## config.mk

```make
export PLATFORM = sky130hd
export DESIGN_NAME = load_store_unit
export DESIGN_NICKNAME = d
export VERILOG_FILES = /design/src/rtl/load_store_unit.sv
export SDC_FILE = /design/constraint.sdc
export NUM_CORES = 1
export LEC_CHECK = 0
export ABC_AREA = 0
export CAP_MARGIN = 20
export CELL_PAD_IN_SITES_DETAIL_PLACEMENT = 1
export CELL_PAD_IN_SITES_GLOBAL_PLACEMENT = 2
export CORE_MARGIN = 4
export CORE_UTILIZATION = 25
export DETAILED_ROUTE_END_ITERATION = 6
export HOLD_SLACK_MARGIN = 0.12
export PLACE_DENSITY = 0.88
export SYNTH_ARGS = -nofsm -noshare
export SYNTH_HDL_FRONTEND = slang
export SYNTH_SLANG_ARGS = --single-unit
```

## constraint.sdc

```tcl
create_clock -name clk -period 4 [get_ports clk]
set_input_delay 1 -clock clk [delete_from_list [all_inputs] [get_ports clk]]
set_output_delay 1 -clock clk [all_outputs]
set_load 0.03 [all_outputs]
```

## src/rtl/load_store_unit.sv

```systemverilog
// Load/store unit: one outstanding memory access with byte-lane steering,
// load extension, alignment/size checks and an ack timeout.
module load_store_unit #(
  parameter int unsigned TIMEOUT = 16
) (
  input  logic        clk,
  input  logic        rst,
  input  logic        req_valid,
  output logic        req_ready,
  input  logic        req_we,
  input  logic [2:0]  req_size,
  input  logic [31:0] req_addr,
  input  logic [31:0] req_wdata,
  output logic        resp_valid,
  output logic [31:0] resp_rdata,
  output logic        resp_err,
  output logic        mem_en,
  output logic        mem_we,
  output logic [31:0] mem_addr,
  output logic [31:0] mem_wdata,
  output logic [3:0]  mem_be,
  input  logic [31:0] mem_rdata,
  input  logic        mem_ack
);

  localparam int unsigned CNT_W = (TIMEOUT > 1) ? $clog2(TIMEOUT) : 1;

  typedef enum logic [1:0] {IDLE, WAIT, RESP} state_t;

  state_t             state, state_n;
  logic [CNT_W-1:0]   cnt, cnt_n;
  logic [1:0]         off, off_n;
  logic [2:0]         size, size_n;
  logic               mem_en_n, mem_we_n;
  logic [31:0]        mem_addr_n, mem_wdata_n;
  logic [3:0]         mem_be_n;
  logic               resp_valid_n, resp_err_n;
  logic [31:0]        resp_rdata_n;

  logic               req_bad;
  logic [3:0]         req_be;
  logic [31:0]        req_lanes;
  logic [31:0]        rd_shift;
  logic [31:0]        load_data;

  assign req_ready = (state == IDLE);

  // Request legality: illegal encodings (stores may not use unsigned sizes) or misalignment
  always_comb begin
    req_bad = 1'b0;
    case (req_size)
      3'b000:         req_bad = 1'b0;
      3'b001:         req_bad = req_addr[0];
      3'b010:         req_bad = (req_addr[1:0] != 2'b00);
      3'b100:         req_bad = req_we;
      3'b101:         req_bad = req_we | req_addr[0];
      default:        req_bad = 1'b1;
    endcase
  end

  // Byte-lane enables and replicated store data
  always_comb begin
    req_be    = 4'b1111;
    req_lanes = req_wdata;
    case (req_size[1:0])
      2'b00: begin
        req_be    = 4'b0001 << req_addr[1:0];
        req_lanes = {4{req_wdata[7:0]}};
      end
      2'b01: begin
        req_be    = 4'b0011 << req_addr[1:0];
        req_lanes = {2{req_wdata[15:0]}};
      end
      default: begin
        req_be    = 4'b1111;
        req_lanes = req_wdata;
      end
    endcase
  end

  // Load extraction from the captured offset and size
  always_comb begin
    rd_shift = mem_rdata >> {off, 3'b000};
    case (size)
      3'b000:  load_data = {{24{rd_shift[7]}}, rd_shift[7:0]};
      3'b001:  load_data = {{16{rd_shift[15]}}, rd_shift[15:0]};
      3'b100:  load_data = {24'd0, rd_shift[7:0]};
      3'b101:  load_data = {16'd0, rd_shift[15:0]};
      default: load_data = rd_shift;
    endcase
  end

  // Next-state and registered-output logic
  always_comb begin
    state_n      = state;
    cnt_n        = cnt;
    off_n        = off;
    size_n       = size;
    mem_en_n     = mem_en;
    mem_we_n     = mem_we;
    mem_addr_n   = mem_addr;
    mem_wdata_n  = mem_wdata;
    mem_be_n     = mem_be;
    resp_valid_n = 1'b0;
    resp_err_n   = 1'b0;
    resp_rdata_n = 32'd0;
    case (state)
      IDLE: begin
        if (req_valid) begin
          off_n  = req_addr[1:0];
          size_n = req_size;
          cnt_n  = '0;
          if (req_bad) begin
            state_n      = RESP;
            resp_valid_n = 1'b1;
            resp_err_n   = 1'b1;
          end else begin
            state_n     = WAIT;
            mem_en_n    = 1'b1;
            mem_we_n    = req_we;
            mem_addr_n  = {req_addr[31:2], 2'b00};
            mem_be_n    = req_be;
            mem_wdata_n = req_lanes;
          end
        end
      end
      WAIT: begin
        if (mem_ack) begin
          state_n      = RESP;
          mem_en_n     = 1'b0;
          resp_valid_n = 1'b1;
          resp_rdata_n = mem_we ? 32'd0 : load_data;
        end else if (cnt == CNT_W'(TIMEOUT - 1)) begin
          state_n      = RESP;
          mem_en_n     = 1'b0;
          resp_valid_n = 1'b1;
          resp_err_n   = 1'b1;
        end else begin
          cnt_n = cnt + CNT_W'(1);
        end
      end
      RESP: begin
        state_n = IDLE;
      end
      default: begin
        state_n  = IDLE;
        mem_en_n = 1'b0;
      end
    endcase
  end

  always_ff @(posedge clk or posedge rst) begin
    if (rst) begin
      state      <= IDLE;
      cnt        <= '0;
      off        <= 2'd0;
      size       <= 3'd0;
      mem_en     <= 1'b0;
      mem_we     <= 1'b0;
      mem_addr   <= 32'd0;
      mem_wdata  <= 32'd0;
      mem_be     <= 4'd0;
      resp_valid <= 1'b0;
      resp_err   <= 1'b0;
      resp_rdata <= 32'd0;
    end else begin
      state      <= state_n;
      cnt        <= cnt_n;
      off        <= off_n;
      size       <= size_n;
      mem_en     <= mem_en_n;
      mem_we     <= mem_we_n;
      mem_addr   <= mem_addr_n;
      mem_wdata  <= mem_wdata_n;
      mem_be     <= mem_be_n;
      resp_valid <= resp_valid_n;
      resp_err   <= resp_err_n;
      resp_rdata <= resp_rdata_n;
    end
  end

endmodule

```

==> key figures <==
Outcome
  • Status: completed

Synth
  • Post-synth ARST share: 1.00
  • Synth top area share: 0.520
  • Number of synthesized flops with an enable pin: 0
  • YS warnings: 0
  • Top cells by count, synth: dfrtp_1 (113), mux2i_1 (44), mux2_4 (39), nor2_1 (34), nand2_1 (32)
  • Avg Inst Size Synth: 12.4 um^2
  • Most area-consuming cells after synthesis: dfrtp_1 (52%), mux2_4 (11%), mux2i_1 (8.1%), o21ai_2 (4.7%), nand2_2 (3.2%)
  • Synthesized cell area: 0.00544 mm^2
  • Register area share after synthesis: 0.520
  • Post-synthesis cell type count: 39
  • Cells after Synth: 440
  • Most common cell in the netlist: dfrtp_1
  • Top FF cell, synth: dfrtp_1
  • Area leader, netlist: dfrtp_1
  • Post-synthesis register bit count: 113

Floorplanning
  • Effective utilization at floorplan: 0.256
  • Core area: 0.0212 mm^2
  • Die area: 0.0242 mm^2
  • Die width: 155 um
  • Die Ht: 155 um
  • I/O Pins: 209
  • Site Rows: 53

Global routing
  • First-pass GRT wire length: 27100 um
  • Global route overflow: 0
  • Largest net degree at the start of global routing: 56
  • Vias in the first global route: 4802
  • Initial antenna violation count: 0
  • Tot GR Track Use: 0.144

STA
  • Maximum clock frequency: 0.363 GHz
  • Final period util: 0.689
  • Final hold violations: 0
  • Slew HR: 0.416
  • Fin crit period: 2.76 ns
  • Worst-Margin Slew: 0.873 ns
  • Fin. max-slew vios: 0
  • Final setup fails: 0
  • Setup tns final: 0 ns
  • Max Clock Skew: 0.00747 ns
  • RSZ-0062 raised after global routing: no

CTS
  • Worst skew pair latency: 0.41 ns
  • # hold bufs at CTS: 0
  • Setup bufs post-CTS: 0
  • Cts bufs inserted: 17
  • Root buffer cell: clkbuf_16
  • TritonCTS clock tree: built
  • Clock-pin slew on the worst setup and hold paths: 0.05 ns
  • Htree depth: 4
  • Max clock buf depth: 2
  • Clock sink count: 113
  • Post-cts resize count: 0

Hold path
  • Hold/Removal Path Class: flip-flop to flip-flop

Drt
  • Via/cell ratio: 4.54
  • Vias: 4226
  • First-pass DRT Iterations: 4
  • Detailed-route DRC error count: 0
  • WL final: 17300 um
  • Mean routed wirelength per cell: 18.6 um
  • Post-DRT Antenna Nets: 0
  • 1st-iter DRT viols: 58

Cells and area
  • Proportion of layout cells with a drive suffix above 1: 0.223
  • Number of nets in the layout: 748
  • Layout Utilization: 0.390
  • Area grow syn2layout: 52.2%
  • Fill count: 2275
  • Ant diodes: 0

Place
  • DPL Wire Length: 13200 um
  • RD Place Congestion: 0.843
  • Port bufs: 206

Critical path
  • CP endpoint kind: output port
  • Critical Path AT: 1.76 ns
  • Setup CP Type: flip-flop to output port
  • Worst setup SP type: flip-flop
  • CP max FO: 10
  • Crit path required time: 3.00 ns

Power
  • Power Dens Cells: 623 mW/mm^2
  • Peak supply drop: 311 uV
  • Leakage: 3.64 nW

Flow run
  • Max-cap violations: 0
==> through the flow <==
| stage | setup slack (ns) | power [mW] | cell area (um^2) | hold slack (ns) | std cells |
|---|---|---|---|---|---|
| 3_3_place_gp | 1.04 | 3.67 | 7700 | 0.466 | 899 |
| 5_1_grt | 1.15 | 5.42 | 8270 | 0.514 | 931 |
| 4_1_cts | 1.20 | 5.23 | 8270 | 0.487 | 931 |
| 6_report | 1.24 | 5.16 | 8270 | 0.483 | 931 |
| 3_5_place_dp | 0.907 | 3.72 | 7700 | 0.471 | 899 |
| 2_1_floorplan | 0.0126 | 2.85 | 5440 | 0.460 | 441 |
==> cell families after synthesis <==
family	after synthesis	share of synthesized area
AOI/OAI and AO/OA	87	0.115
and+or+nand+nor	121	0.120
DFF	113	0.520
other	1	0.000690
buffers and inverters	33	0.0483
adders and majority gates	1	0.00230
muxes	84	0.193
==> sequential cells by signal (all words and copies together), names as in the netlist <==
register    flops
mem_en          1
mem_be          4
cnt             4
resp_rdata     32
mem_we          1
resp_err        1
mem_wdata      32
size            3
mem_addr       30
state           2
off             2
resp_valid      1
==> placed cells by master, fill, tap and decap left out, types with 3 or more instances in the layout <==
cell type,instances
o21ai_0,9
nand2_2,28
nor2_1,34
mux2i_1,44
dfrtp_1,113
buf_12,3
clkdlybuf4s50_1,206
clkbuf_16,17
clkinv_2,6
mux2_4,39
o21ai_1,9
a211oi_1,22
o21ai_2,28
nor2b_1,11
buf_4,6
nand2_1,32
a21oi_1,13
clkinvlp_4,3
==> final timing paths <==
check / start / end / slack (ns) / depth (start not counted)
max in group asynchronous: rst / resp_rdata[28] / 2.25 / 3
worst max register to register: off[1] / resp_rdata[25] / 1.74 / 5
min in group asynchronous: rst / mem_addr[18] / 1.01 / 2
worst min-delay path: mem_wdata[14] / mem_wdata[14] / 0.48 / 2
worst min register to register: mem_wdata[14] / mem_wdata[14] / 0.48 / 2
worst max-delay path: state[0] / req_ready / 1.24 / 2
==> cell type report <==
| class | count | area [um^2] | share of cell area |
|---|---|---|---|
| sequential | 113 | 2830 | 0.342 |
| multi-input combinational | 295 | 2360 | 0.285 |
| timing repair buffer | 215 | 2170 | 0.262 |
| clock buffer | 21 | 460 | 0.0556 |
| tap | 275 | 344 | 0.0416 |
| clock inverter | 11 | 113 | 0.0136 |
| inverter | 1 | 6.26 | 0.000756 |
==> power breakdown <==
| group | switching, mW | internal, mW | leakage [nW] |
|---|---|---|---|
| clock | 0.532 | 0.942 | 0.278 |
| sequential | 0.215 | 1.43 | 1.44 |
| combinational | 1.10 | 0.940 | 1.92 |
==> routing by layer <==
metal	wire length [um]	track usage
met5	0	0
met4	421	0.0563
met3	1530	0.0545
met2	8200	0.236
met1	7200	0.170
==> critical path: stages (launching register included) <==
cell	delay (ns)
dfrtp_1	0.50
nor2_1	0.17
clkdlybuf4s50_1	0.68
No activity file was read; power rests on OpenSTA's default activity.
